<file path="config.mk">
export PLATFORM = sky130hd
export DESIGN_NAME = ram4k_rr_arbiter_flat
export DESIGN_NICKNAME = d
export VERILOG_FILES = /design/src/rtl/ram4k_rr_arbiter_pkg.sv /design/src/rtl/ram4k_rr_arbiter_if.sv /design/src/rtl/ram4k_rr_arbiter_rr_arb2.sv /design/src/rtl/ram4k_rr_arbiter.sv /design/src/flat_wrapper.sv
export SDC_FILE = /design/constraint.sdc
export NUM_CORES = 1
export LEC_CHECK = 0
export ABC_CLOCK_PERIOD_IN_PS = 1400
export CORE_ASPECT_RATIO = 1.4
export CORE_UTILIZATION = 30
export DETAILED_ROUTE_END_ITERATION = 8
export GPL_TIMING_DRIVEN = 0
export PLACE_DENSITY = 0.77
export SLEW_MARGIN = 30
export SYNTH_ARGS = -nofsm -noshare
export SYNTH_HDL_FRONTEND = slang
export SYNTH_SLANG_ARGS = --single-unit
</file>
<file path="constraint.sdc">
create_clock -name clk -period 1.4 [get_ports clk]
set_input_delay 0.35 -clock clk [delete_from_list [all_inputs] [get_ports clk]]
set_output_delay 0.35 -clock clk [all_outputs]
set_load 0.1 [all_outputs]
</file>
<file path="src/rtl/ram4k_rr_arbiter_pkg.sv">
// Shared types for the two-port RAM arbiter:
// geometry defaults, requester id and read-return tag.
package ram_arb_pkg;

   localparam int ADDR_W = 12;
   localparam int DATA_W = 24;

   typedef enum logic {
      REQ0 = 1'b0,
      REQ1 = 1'b1
   } req_id_t;

   typedef struct packed {
      logic    valid;
      req_id_t id;
   } tag_t;

endpackage

</file>
<file path="src/rtl/ram4k_rr_arbiter_if.sv">
// Requester handshakes and RAM pins for the arbiter.
// master = requesters plus RAM, slave = arbiter.
interface ram4k_rr_arbiter_if
   import ram_arb_pkg::*;
#(
   parameter int AW = ADDR_W,
   parameter int DW = DATA_W
);
   logic          req0, req1;
   logic          we0, we1;
   logic [AW-1:0] addr0, addr1;
   logic [DW-1:0] din0, din1;
   logic          gnt0, gnt1;
   logic          rvalid0, rvalid1;
   logic [DW-1:0] rdata0, rdata1;
   logic [AW-1:0] ram_addr;
   logic          ram_we, ram_re;
   logic [DW-1:0] ram_din;
   logic [DW-1:0] ram_dout;

   modport master (
      output req0, req1, we0, we1,
      output addr0, addr1, din0, din1,
      output ram_dout,
      input  gnt0, gnt1, rvalid0, rvalid1,
      input  rdata0, rdata1,
      input  ram_addr, ram_we, ram_re, ram_din
   );

   modport slave (
      input  req0, req1, we0, we1,
      input  addr0, addr1, din0, din1,
      input  ram_dout,
      output gnt0, gnt1, rvalid0, rvalid1,
      output rdata0, rdata1,
      output ram_addr, ram_we, ram_re, ram_din
   );
endinterface

</file>
<file path="src/rtl/ram4k_rr_arbiter_rr_arb2.sv">
// Two-way round-robin picker; owns the last-winner flag.
// Grants are combinational and forced low while en is low.
module rr_arb2 (
   input  logic       clk,
   input  logic       rst,
   input  logic       en,
   input  logic [1:0] req,
   output logic [1:0] gnt
);

   logic last;

   always_comb begin
      gnt = 2'b00;
      if (en) begin
         unique case (1'b1)
            (req == 2'b11): gnt = last ? 2'b01 : 2'b10;
            (req == 2'b01): gnt = 2'b01;
            (req == 2'b10): gnt = 2'b10;
            default:        gnt = 2'b00;
         endcase
      end
   end

   // last = 1 after reset so requester 0 takes the first tie
   always_ff @(posedge clk or posedge rst) begin
      if (rst)
         last <= 1'b1;
      else if (|gnt)
         last <= gnt[1];
   end

endmodule

</file>
<file path="src/rtl/ram4k_rr_arbiter.sv">
// Round-robin front end for the 4096 x 24 single-port RAM:
// command register, read tag pipeline and return demux.
module ram4k_rr_arbiter
   import ram_arb_pkg::*;
#(
   parameter int RD_LAT = 1
) (
   input logic               clk,
   input logic               rst,
   ram4k_rr_arbiter_if.slave bus
);

   logic [1:0]        req;
   logic [1:0]        gnt;
   logic              acc;
   logic              sel_we;
   logic [ADDR_W-1:0] sel_addr;
   logic [DATA_W-1:0] sel_din;
   tag_t              tags [RD_LAT+1];
   tag_t              t_out;

   assign req = {bus.req1, bus.req0};

   rr_arb2 u_arb (
      .clk (clk),
      .rst (rst),
      .en  (~rst),
      .req (req),
      .gnt (gnt)
   );

   assign bus.gnt0 = gnt[0];
   assign bus.gnt1 = gnt[1];
   assign acc      = |gnt;

   always_comb begin
      sel_we   = bus.we0;
      sel_addr = bus.addr0;
      sel_din  = bus.din0;
      if (gnt[1]) begin
         sel_we   = bus.we1;
         sel_addr = bus.addr1;
         sel_din  = bus.din1;
      end
   end

   always_ff @(posedge clk or posedge rst) begin
      if (rst) begin
         bus.ram_addr <= '0;
         bus.ram_din  <= '0;
         bus.ram_we   <= 1'b0;
         bus.ram_re   <= 1'b0;
      end else if (acc) begin
         bus.ram_addr <= sel_addr;
         bus.ram_din  <= sel_din;
         bus.ram_we   <= sel_we;
         bus.ram_re   <= ~sel_we;
      end else begin
         bus.ram_we   <= 1'b0;
         bus.ram_re   <= 1'b0;
      end
   end

   // stage k holds a tag in cycle grant+1+k; exit aligns with Dout
   always_ff @(posedge clk or posedge rst) begin
      if (rst) begin
         for (int i = 0; i <= RD_LAT; i++)
            tags[i] <= '0;
      end else begin
         tags[0] <= '{valid: acc & ~sel_we,
                      id:    req_id_t'(gnt[1])};
         for (int i = 1; i <= RD_LAT; i++)
            tags[i] <= tags[i-1];
      end
   end

   assign t_out       = tags[RD_LAT];
   assign bus.rvalid0 = t_out.valid & (t_out.id == REQ0);
   assign bus.rvalid1 = t_out.valid & (t_out.id == REQ1);
   assign bus.rdata0  = bus.ram_dout;
   assign bus.rdata1  = bus.ram_dout;

endmodule

</file>
<file path="src/flat_wrapper.sv">
// flat-port wrapper written by rule: the top's interface ports become plain ports
module ram4k_rr_arbiter_flat import ram_arb_pkg::*;
#(
   parameter int RD_LAT = 1
)
  (clk, rst, bus_req0, bus_req1, bus_we0, bus_we1, bus_addr0, bus_addr1, bus_din0, bus_din1, bus_ram_dout, bus_gnt0, bus_gnt1, bus_rvalid0, bus_rvalid1, bus_rdata0, bus_rdata1, bus_ram_addr, bus_ram_we, bus_ram_re, bus_ram_din);
  ram4k_rr_arbiter_if bus_i ();
  input logic clk;
  input logic rst;
  input wire logic [$bits(bus_i.req0)-1:0] bus_req0;
  input wire logic [$bits(bus_i.req1)-1:0] bus_req1;
  input wire logic [$bits(bus_i.we0)-1:0] bus_we0;
  input wire logic [$bits(bus_i.we1)-1:0] bus_we1;
  input wire logic [$bits(bus_i.addr0)-1:0] bus_addr0;
  input wire logic [$bits(bus_i.addr1)-1:0] bus_addr1;
  input wire logic [$bits(bus_i.din0)-1:0] bus_din0;
  input wire logic [$bits(bus_i.din1)-1:0] bus_din1;
  input wire logic [$bits(bus_i.ram_dout)-1:0] bus_ram_dout;
  output wire logic [$bits(bus_i.gnt0)-1:0] bus_gnt0;
  output wire logic [$bits(bus_i.gnt1)-1:0] bus_gnt1;
  output wire logic [$bits(bus_i.rvalid0)-1:0] bus_rvalid0;
  output wire logic [$bits(bus_i.rvalid1)-1:0] bus_rvalid1;
  output wire logic [$bits(bus_i.rdata0)-1:0] bus_rdata0;
  output wire logic [$bits(bus_i.rdata1)-1:0] bus_rdata1;
  output wire logic [$bits(bus_i.ram_addr)-1:0] bus_ram_addr;
  output wire logic [$bits(bus_i.ram_we)-1:0] bus_ram_we;
  output wire logic [$bits(bus_i.ram_re)-1:0] bus_ram_re;
  output wire logic [$bits(bus_i.ram_din)-1:0] bus_ram_din;
  assign bus_i.req0 = bus_req0;
  assign bus_i.req1 = bus_req1;
  assign bus_i.we0 = bus_we0;
  assign bus_i.we1 = bus_we1;
  assign bus_i.addr0 = bus_addr0;
  assign bus_i.addr1 = bus_addr1;
  assign bus_i.din0 = bus_din0;
  assign bus_i.din1 = bus_din1;
  assign bus_i.ram_dout = bus_ram_dout;
  assign bus_gnt0 = bus_i.gnt0;
  assign bus_gnt1 = bus_i.gnt1;
  assign bus_rvalid0 = bus_i.rvalid0;
  assign bus_rvalid1 = bus_i.rvalid1;
  assign bus_rdata0 = bus_i.rdata0;
  assign bus_rdata1 = bus_i.rdata1;
  assign bus_ram_addr = bus_i.ram_addr;
  assign bus_ram_we = bus_i.ram_we;
  assign bus_ram_re = bus_i.ram_re;
  assign bus_ram_din = bus_i.ram_din;
  ram4k_rr_arbiter #(.RD_LAT(RD_LAT)) u_core (.clk(clk), .rst(rst), .bus(bus_i));
endmodule
</file>
==> results.yml <==
yosys:
  ys_warn_count: 0
  syn_area_sq_um: 2400
  synthFlopType: "dfrtp_1"
  syn-mean-instance-area_sq_um: 8.72
  yosys-top-cells-count: "buf_4 (56), dfrtp_1 (41), nand3_1 (37), nor2_1 (37), a31oi_1 (36)"
  synth-edff-count: 0
  synth_top_cell_by_area: "dfrtp_1"
  synthArstFlopShare_pct: 100
  yosysUniqueCellTypes: 20
  syn_inst: 275
  ys_ff_latch: 42
  ys_seq_area_share_pct: 43.9
  synth.most_common_cell: "buf_4"
  syn_nets: 377
  synth_top_area_share_pct: 42.8
  synthTopCellsByArea: "dfrtp_1 (43%), buf_4 (18%), a31oi_1 (9.4%)"
worst_setup_path:
  cp-start-kind: "flop"
  worstRegToRegCells: 5
  crit_type: "flop to primary output"
  worstPathRequired_ps: 1050
  cp.arrival_ps: 1280
  critPathBufInv: 2
  critPathLaunch: "u_core.u_arb.last"
  crit_cells: 4
  endpoint_kind: "primary output"
  r2r_slack_ps: -110
  crit_family: "flip-flops"
  worst-path-max-fanout: 3
  max_stage_delay_ps: 550
  r2r-end: "u_core.bus.ram_din[8]"
  rr_startpoint: "u_core.u_arb.last"
  path_cells: "and2_4 > buf_6 > nor2_4 > buf_12"
  timing.critical_path.to: "bus_gnt1"
  crit_slowest_cell: "dfstp_2"
timing:
  timing.fmax_mhz: 614
  post-route-period-util_pct: 116
  worst-slew-pin-transition_ps: 608
  rsz0062_at_grt: "yes"
  worst_slack_ps: -230
  drv_slew: 0
  skew_ps: 3.28
  fin_hold_ws_ps: 261
  fin_crit_ps: 1630
  finalSetupViolCount: 32
  slew_headroom_pct: 59.4
  finalHoldViolCount: 0
route:
  vias: 2641
  wirelength_um: 7860
  ant_nets: 0
  avgRoutedWirePerCell_um: 14.2
  drt_iter0_markers: 158
  vias_per_cell: 4.78
  drc_errors: 0
  dr.pass1.iters: 4
placement:
  dpl_worst_slack_ps: -1540
  gp_congestion: 0.756
  dp_cells: 543
  numPortBuffers: 167
  hpwlAfterDp_um: 6120
floorplanning:
  die-area_sq_um: 8360
  num_rows: 38
  initial_core_util_pct: 30.9
  die_x_um: 77.6
  die_h_um: 108
  pin_count: 192
  core-area_sq_um: 7750
outcome:
  violations: "negative setup slack"
  status: "complete, but fails checks"
clock_tree:
  path_clk_slew_ps: 80
  cts_tree: "done"
  cts_num_sinks: 42
  cts_max_level: 2
  clk_path_buf_depth: 2
  hold_buffers: 0
  numCtsBuffers: 5
  cts_root_buffer: "clkbuf_8"
  clk_latency_ps: 280
global_routing:
  grt_max_degree: 27
  grt_pass1_wl_um: 12300
  grtUsageTotal_pct: 18.9
  grt_pass1_vias: 2599
  grt.overflow.total: 0
  antenna_found_initial: 0
pwr:
  p_comb_share_pct: 57.5
  switchingPower_uw: 2680
  p_clk_share_pct: 14.2
  switching_share_pct: 51.6
  p_seq_share_pct: 28.3
  power_density_nw_per_um2: 1190
  intPower_uw: 2510
  power.leakage_uw: 0.00188
  p_total_uw: 5190
  ir_drop_mv: 0.481
finish:
  nets: 555
  post-route-util_pct: 56.5
  fin_cells: 553
  area_delta_synth_final_pct: 82.6
  antennaDiodeCount: 0
  n_fill_cell: 731
  drive_gt1_share_pct: 40.2
worst_hold_path:
  holdCritPathClass: "primary input to async pin"
flow_run:
  maxCapViolations: 0
[state kept, by name, indices dropped and copies added (netlist names)]
name / flops
u_core.bus.ram_din: 24
u_core.t_out: 2
u_core.tags: 1
u_core.bus.ram_addr: 12
u_core.u_arb.last: 1
u_core.bus.ram_re: 1
u_core.bus.ram_we: 1
[worst min-delay path by stage]
stage	from	to	slack, ps	cells after the start
global route	rst	u_core.bus.ram_addr[2]	310	2
floorplan	u_core.tags[2]	u_core.t_out[0]	330	0
CTS	rst	u_core.bus.ram_addr[2]	280	2
global placement	u_core.tags[2]	u_core.t_out[0]	340	0
finish	rst	u_core.bus.ram_addr[2]	260	2
detailed placement	u_core.tags[2]	u_core.t_out[0]	350	0
[power by group through the flow]
stage	clock, uW	sequential [uW]	combinational, uW
final	735	1470	2990
after global routing	805	1490	3100
after CTS	759	1470	3000
after detailed placement	0	1490	3020
after global placement	0	1480	2990
after floorplan	0	2600	1100
[logic make-up (layout without fill, tap and decap cells)]
family | after synthesis | in the layout | synth area share, %
buffers and inverters | 73 | 251 | 22.2
AND/OR/NAND/NOR | 83 | 83 | 15.6
flip-flops | 42 | 42 | 43.9
AO/OA/AOI/OAI | 77 | 77 | 18.3
[final cells by class]
type	instances	area, sq um	area share [%]
multi-input cells	160	852	19.5
repair buffers	172	1740	39.6
well taps	100	125	2.86
clock inverters	2	10.0	0.229
flip-flops and latches	42	1050	24.0
inverters	2	7.51	0.171
clock buffers	5	68.8	1.57
plain buffers	70	528	12.1
[repair_timing]
item                                    4_1_cts  5_1_grt
endpoints found under the setup margin      127       36
gates resized for setup                     418        2
buffers inserted                              4        0
pin swaps                                     2        1
[placed cells by master, fill, tap and decap left out, types with 8 or more instances in the layout]
master / n
a31oi_1: 36
clkdlybuf4s50_1: 74
nor2_1: 36
nand3_1: 37
dfrtp_1: 41
clkdlybuf4s15_2: 50
o21ai_1: 16
buf_2: 8
o21ai_0: 22
buf_4: 96
[per-stage QoR]
stage	setup TNS (ps)	cell area (sq um)
2_1_floorplan	-259	2440
4_1_cts	-3300	4370
6_report	-2940	4380
3_3_place_gp	-97930	4240
3_5_place_dp	-59980	4270
5_1_grt	-6250	4380
[layer usage]
metal  vias to the layer above  global-route usage (%)  part of all wire, %
li1                       1262                       -                    -
met1                      1237                    21.1                   38
met5                         -                       0                    0
met3                         6                    3.14                  6.7
met4                         0                    5.80                  1.1
met2                       136                    36.0                   54
No activity file was read; power rests on OpenSTA's default activity.
